`src/rtl/env_pkg.sv`:
```
// Shared types for the environment frame sequencer: FSM states and the buffered
// point record.
package env_pkg;

   typedef enum logic [1:0] {
      IDLE      = 2'd0,
      START     = 2'd1,
      WAIT_DONE = 2'd2,
      DRAIN     = 2'd3
   } seq_state_t;

   localparam int POINT_COORD_BITS = 32;

   typedef struct packed {
      logic [POINT_COORD_BITS-1:0] x;
      logic [POINT_COORD_BITS-1:0] y;
   } point_t;

endpackage

```
`src/rtl/point_fifo.sv`:
```
// Synchronous show-ahead FIFO: dout is the head entry whenever empty is low.
// A push into a full FIFO is taken only when a pop frees a slot the same cycle.
module point_fifo #(
   parameter int WIDTH = 64,
   parameter int DEPTH = 16
) (
   input  logic             clk_in,
   input  logic             rst_in,
   input  logic             push,
   input  logic             pop,
   input  logic [WIDTH-1:0] din,
   output logic [WIDTH-1:0] dout,
   output logic             full,
   output logic             empty
);
   localparam int AW = $clog2(DEPTH);
   localparam logic [AW:0] FULL_COUNT = (AW+1)'(DEPTH);

   logic [WIDTH-1:0] mem [DEPTH];
   logic [AW-1:0]    wr_ptr_reg;
   logic [AW-1:0]    rd_ptr_reg;
   logic [AW:0]      count_reg;
   logic             push_ok;
   logic             pop_ok;

   assign full    = (count_reg == FULL_COUNT);
   assign empty   = (count_reg == '0);
   assign pop_ok  = pop && !empty;
   assign push_ok = push && (!full || pop_ok);
   assign dout    = mem[rd_ptr_reg];

   // Storage carries no reset so it can map onto distributed RAM.
   always_ff @(posedge clk_in) begin
      if (push_ok) begin
         mem[wr_ptr_reg] <= din;
      end
   end

   always_ff @(posedge clk_in or posedge rst_in) begin
      if (rst_in) begin
         wr_ptr_reg <= '0;
         rd_ptr_reg <= '0;
         count_reg  <= '0;
      end else begin
         if (push_ok) begin
            wr_ptr_reg <= wr_ptr_reg + 1'b1;
         end
         if (pop_ok) begin
            rd_ptr_reg <= rd_ptr_reg + 1'b1;
         end
         case ({push_ok, pop_ok})
            2'b10:   count_reg <= count_reg + 1'b1;
            2'b01:   count_reg <= count_reg - 1'b1;
            default: count_reg <= count_reg;
         endcase
      end
   end

endmodule

```
`src/rtl/env_frame_sequencer.sv`:
```
// Per-frame scheduler: starts the environment manager on each tick, buffers its
// unthrottled point stream, and reports completion, overrun, overflow, timeout.
module env_frame_sequencer
   import env_pkg::*;
#(
   parameter int WORLD_BITS     = 32,
   parameter int FIFO_DEPTH     = 16,
   parameter int TIMEOUT_CYCLES = 4096,
   parameter int FRAME_BITS     = 16
) (
   input  logic                  clk_in,
   input  logic                  rst_in,
   input  logic                  frame_tick_in,
   input  logic                  pause_in,
   output logic                  env_start_out,
   input  logic                  env_valid_in,
   input  logic [WORLD_BITS-1:0] env_x_in,
   input  logic [WORLD_BITS-1:0] env_y_in,
   input  logic                  env_done_in,
   output logic                  pt_valid_out,
   input  logic                  pt_ready_in,
   output logic [WORLD_BITS-1:0] pt_x_out,
   output logic [WORLD_BITS-1:0] pt_y_out,
   output logic                  busy_out,
   output logic                  frame_done_out,
   output logic                  overrun_out,
   output logic                  overflow_out,
   output logic                  timeout_out,
   output logic [FRAME_BITS-1:0] frame_count_out
);
   localparam int WD_BITS = $clog2(TIMEOUT_CYCLES) + 1;
   localparam logic [WD_BITS-1:0] WD_LAST = WD_BITS'(TIMEOUT_CYCLES - 1);

   seq_state_t              state_reg;
   seq_state_t              state_next;
   logic [WD_BITS-1:0]      wd_reg;
   logic                    overflow_reg;
   logic                    timeout_reg;
   logic [FRAME_BITS-1:0]   frame_count_reg;
   logic                    fifo_full;
   logic                    fifo_empty;
   logic                    push_req;
   logic                    pop;
   logic                    drop;
   logic                    timeout_hit;
   logic [2*WORLD_BITS-1:0] fifo_dout;

   assign push_req    = env_valid_in && ((state_reg == WAIT_DONE) || (state_reg == DRAIN));
   assign pop         = !fifo_empty && pt_ready_in;
   assign drop        = push_req && fifo_full && !pop;
   assign timeout_hit = (wd_reg == WD_LAST);

   point_fifo #(
      .WIDTH(2*WORLD_BITS),
      .DEPTH(FIFO_DEPTH)
   ) u_point_fifo (
      .clk_in(clk_in),
      .rst_in(rst_in),
      .push  (push_req),
      .pop   (pop),
      .din   ({env_x_in, env_y_in}),
      .dout  (fifo_dout),
      .full  (fifo_full),
      .empty (fifo_empty)
   );

   always_comb begin
      state_next     = state_reg;
      env_start_out  = 1'b0;
      frame_done_out = 1'b0;
      case (state_reg)
         IDLE: begin
            if (frame_tick_in && !pause_in) state_next = START;
         end
         START: begin
            env_start_out = 1'b1;
            state_next    = WAIT_DONE;
         end
         WAIT_DONE: begin
            // Done takes priority over a watchdog expiry in the same cycle.
            if (env_done_in || timeout_hit) state_next = DRAIN;
         end
         DRAIN: begin
            if (fifo_empty && !push_req) begin
               frame_done_out = 1'b1;
               state_next     = IDLE;
            end
         end
         default: state_next = IDLE;
      endcase
   end

   always_ff @(posedge clk_in or posedge rst_in) begin
      if (rst_in) begin
         state_reg       <= IDLE;
         wd_reg          <= '0;
         overflow_reg    <= 1'b0;
         timeout_reg     <= 1'b0;
         frame_count_reg <= '0;
      end else begin
         state_reg <= state_next;
         wd_reg    <= (state_reg == WAIT_DONE) ? wd_reg + 1'b1 : '0;
         if (state_reg == START) begin
            overflow_reg <= 1'b0;
            timeout_reg  <= 1'b0;
         end else begin
            if (drop) overflow_reg <= 1'b1;
            if ((state_reg == WAIT_DONE) && !env_done_in && timeout_hit) timeout_reg <= 1'b1;
         end
         if (frame_done_out) frame_count_reg <= frame_count_reg + 1'b1;
      end
   end

   assign busy_out        = (state_reg != IDLE);
   assign overrun_out     = frame_tick_in && busy_out;
   assign overflow_out    = overflow_reg;
   assign timeout_out     = timeout_reg;
   assign frame_count_out = frame_count_reg;
   assign pt_valid_out    = !fifo_empty;
   assign pt_x_out        = pt_valid_out ? fifo_dout[2*WORLD_BITS-1:WORLD_BITS] : '0;
   assign pt_y_out        = pt_valid_out ? fifo_dout[WORLD_BITS-1:0] : '0;

endmodule

```
`config.mk`:
```
export PLATFORM = sky130hd
export DESIGN_NAME = env_frame_sequencer
export DESIGN_NICKNAME = d
export VERILOG_FILES = /design/src/rtl/env_pkg.sv /design/src/rtl/point_fifo.sv /design/src/rtl/env_frame_sequencer.sv
export SDC_FILE = /design/constraint.sdc
export NUM_CORES = 1
export LEC_CHECK = 0
export BUFFER_PORTS_ARGS = -buffer_cell sky130_fd_sc_hd__buf_2
export CAP_MARGIN = 20
export CELL_PAD_IN_SITES_DETAIL_PLACEMENT = 1
export CELL_PAD_IN_SITES_GLOBAL_PLACEMENT = 1
export CORE_MARGIN = 2
export CORE_UTILIZATION = 49
export CTS_CLUSTER_DIAMETER = 150
export DETAILED_ROUTE_END_ITERATION = 8
export HOLD_SLACK_MARGIN = 0.12
export PLACE_DENSITY = 0.74
export SYNTH_ARGS = -nofsm -noshare
export SYNTH_HDL_FRONTEND = slang
export SYNTH_SLANG_ARGS = --single-unit
```
`constraint.sdc`:
```
create_clock -name clk_in -period 6.42 [get_ports clk_in]
set_input_delay 0.321 -clock clk_in [delete_from_list [all_inputs] [get_ports clk_in]]
set_output_delay 0.321 -clock clk_in [all_outputs]
set_load 0.02 [all_outputs]
```
==> results.yml <==
sta:
  skew_ns: 0.0302
  fin_ws_ns: 2.33
  hold_viol_final: 0
  period_minus_slack_ns: 4.09
  finalCritPeriodShare: 0.637
  slew_viol_final: 0
  whs_ns: 0.207
  setup_viol: 0
  slew_headroom: 0.285
  clock.fmax_mhz: 244
  rsz0062_at_grt: "no"
  fin_setup_tns_ns: 0
  tightest_slew_ns: 1.07
worst_hold_path:
  hp-start: "frame_tick_in"
  hold_end: "state_reg[0]"
  hold_path_class: "input pin to register"
  whs_path_depth: 5
die:
  die_y_um: 293
  rows: 106
  dieWidth_um: 293
  die_area_um2: 86000
  coreArea_um2: 83300
  ios: 158
  initial_core_util: 0.492
pwr:
  p_per_area_nw_per_um2: 434
  ir_drop_mv: 0.436
  power_leakage_nw: 15.6
  p_total_w: 0.0206
placement:
  place_congestion: 0.729
  preCtsSetupSlack_ns: 2.33
  port_buffers: 157
  hpwl_mm: 51.9
  place_area_um2: 43300
clock_tree:
  cts_root_buf: "clkbuf_16"
  cts_buffer_depth: 3
  clk_pin_slew_ns: 0.06
  h-tree-depth: 3
  cts_buffers: 107
  post_cts_resized: 0
  clock_latency_ns: 0.70
  cts_tree: "yes"
  cts_sinks: 1070
logic_synthesis:
  synth_area_leader_cell: "edfxtp_1"
  synth_top_family_by_area: "multiplexers"
  syn_area_um2: 41000
  synthSimpleGateAreaFrac: 0.0126
  synth_seq_cells: 1070
  yosys.area_share.xor_xnor: 0.00705
  yosysSeqAreaShare: 0.778
  synthMuxAreaShare: 0.173
  syn_inst: 1804
  syn_avg_cell_area_um2: 22.7
  synth_compound_area_frac: 0.0145
  synth_flop_cell: "edfxtp_1"
  async_flop_share: 0.0430
  syn-num-nets: 1888
  synth_top_area_frac: 0.750
  yosys_warnings: 0
  ys_types: 44
  synthTopCellsByArea: "edfxtp_1 (75%), mux4_2 (14%), mux2i_1 (3.1%)"
  synthTopCellsByCount: "edfxtp_1 (1024), mux4_2 (256), mux2i_1 (129)"
  synth_most_common_cell: "edfxtp_1"
  synth_enable_flop_cells: 1024
  synth_adder_area_share: 0.00397
drt:
  wl_mm: 95.1
  initialDrtViolationCount: 1599
  vias_per_cell: 5.99
  drc: 0
  postRouteAntennaNets: 0
  dr.pass1.iters: 7
  wl_per_cell_um: 29.2
  dr_total_vias: 19500
setup_path:
  reg2reg_setup_slack_ns: 2.36
  worstSetupStartpointType: "register"
  crit_fanout: 48
  worst-path-buf-inv: 2
  reg2reg_to: "u_point_fifo.mem[13][13]"
  critPathArrivalTime_ns: 3.77
  worstSetupPathType: "register to primary output"
  crit_chain: "nor4_1, nand2_1, nand2b_4, buf_4, o22ai_1, buf_2"
  reg2reg_depth: 7
  crit_family: "simple AND/OR/NAND/NOR gates"
  r2r-start: "state_reg[0]"
  cpMaxStageDelayCell: "nand2b_4"
  worstPathRequired_ns: 6.10
  critPathCaptureType: "primary output"
  cpPeakStageDelay_ns: 0.76
final_layout:
  syn_to_final_growth_pct: 15.7
  num-fill-cells: 7075
  n_antenna_cell: 0
  drive_above_1_share: 0.292
  nets: 2173
  fin_area_um2: 47500
  largest_register_ffs: 1024
global_routing:
  grt_pass1_vias: 21700
  grt_max_degree: 119
  grt_antenna_before_repair: 1
  overflow: 0
  track_usage: 0.225
  grt_pass1_wl_mm: 143
flow_run:
  max-cap-violations: 0
run_status:
  status: "completed"
-- worst max path at each step --
stage	start	end	slack, ns	cells after the start
6_report	u_point_fifo.count_reg[1]	pt_x_out[19]	2.33	6
5_1_grt	u_point_fifo.count_reg[1]	pt_x_out[19]	2.05	6
4_1_cts	u_point_fifo.rd_ptr_reg[0]	pt_y_out[27]	2.22	5
3_5_place_dp	state_reg[0]	u_point_fifo.mem[8][18]	2.33	7
3_3_place_gp	state_reg[0]	u_point_fifo.mem[2][13]	2.15	7
2_1_floorplan	state_reg[0]	u_point_fifo.mem[15][0]	1.66	6
-- tightest hold or removal path, delay by kind of cell --
family,cells,cell delay [ns]
buf+inv,2,0.17
compound gates,3,0.33
-- cells by family after synthesis --
logic type      count (synthesis)
simple gates                  100
mux                           389
xor+xnor                       33
compound gates                 93
flops                        1070
fa+ha+maj                      13
buf+inv                       106
-- per-layer routing --
layer / share of wire / GRT usage / routed length [um] / vias to the layer above
met4: 0.023 / 0.0660 / 2230 / 0
met1: 0.40 / 0.301 / 38500 / 10600
li1: - / - / - / 8202
met2: 0.52 / 0.387 / 49700 / 631
met3: 0.049 / 0.0349 / 4670 / 152
met5: 0 / 0 / 0 / -
-- what timing repair did --
item | 4_1_cts | 5_1_grt
setup buffers | 0 | 0
endpoints found under the hold margin | 1088 | 5
hold buffers | 69 | 1
setup endpoints to repair | 0 | 0
-- power breakdown --
group | internal (W) | switching (W)
Sequential | 0.00814 | 0.000417
Clock | 0.00336 | 0.00266
Combinational | 0.00258 | 0.00343
Total | 0.0141 | 0.00650
-- stage by stage --
stage,utilization,instances
after floorplan,-,1804
after global placement,0.519,2986
after detailed placement,0.520,2987
after CTS,0.569,3258
after global routing,0.570,3262
final,0.570,3262
-- area by class of cell --
type,count,area (um^2),share of cell area
sequential,1070,31900,0.672
multi-input combinational,628,8810,0.186
clock buffer,144,2860,0.0602
timing repair buffer,270,1940,0.0410
tap,1080,1350,0.0285
clock inverter,58,538,0.0113
inverter,12,45.0,0.000949
-- placed cells by master, fill, tap and decap left out, drive strengths merged, types with 3 or more instances in the layout --
cell and instances:
edfxtp 1024, mux4 256, buf 200, clkbuf 144
mux2i 129, dlygate4sd3 70, o22ai 64, clkinv 48
dfrtp 46, nor2 30, xnor2 23, nand2 19
inv 15, ha 13, nand4 11, nand3 11
xor2 10, nor3 8, o21ai 6, a21oi 5
bufinv 5, and3 4, a31oi 4, mux2 4
nor4 3, or3 3, nand2b 3
No activity file was read; power rests on OpenSTA's default activity.
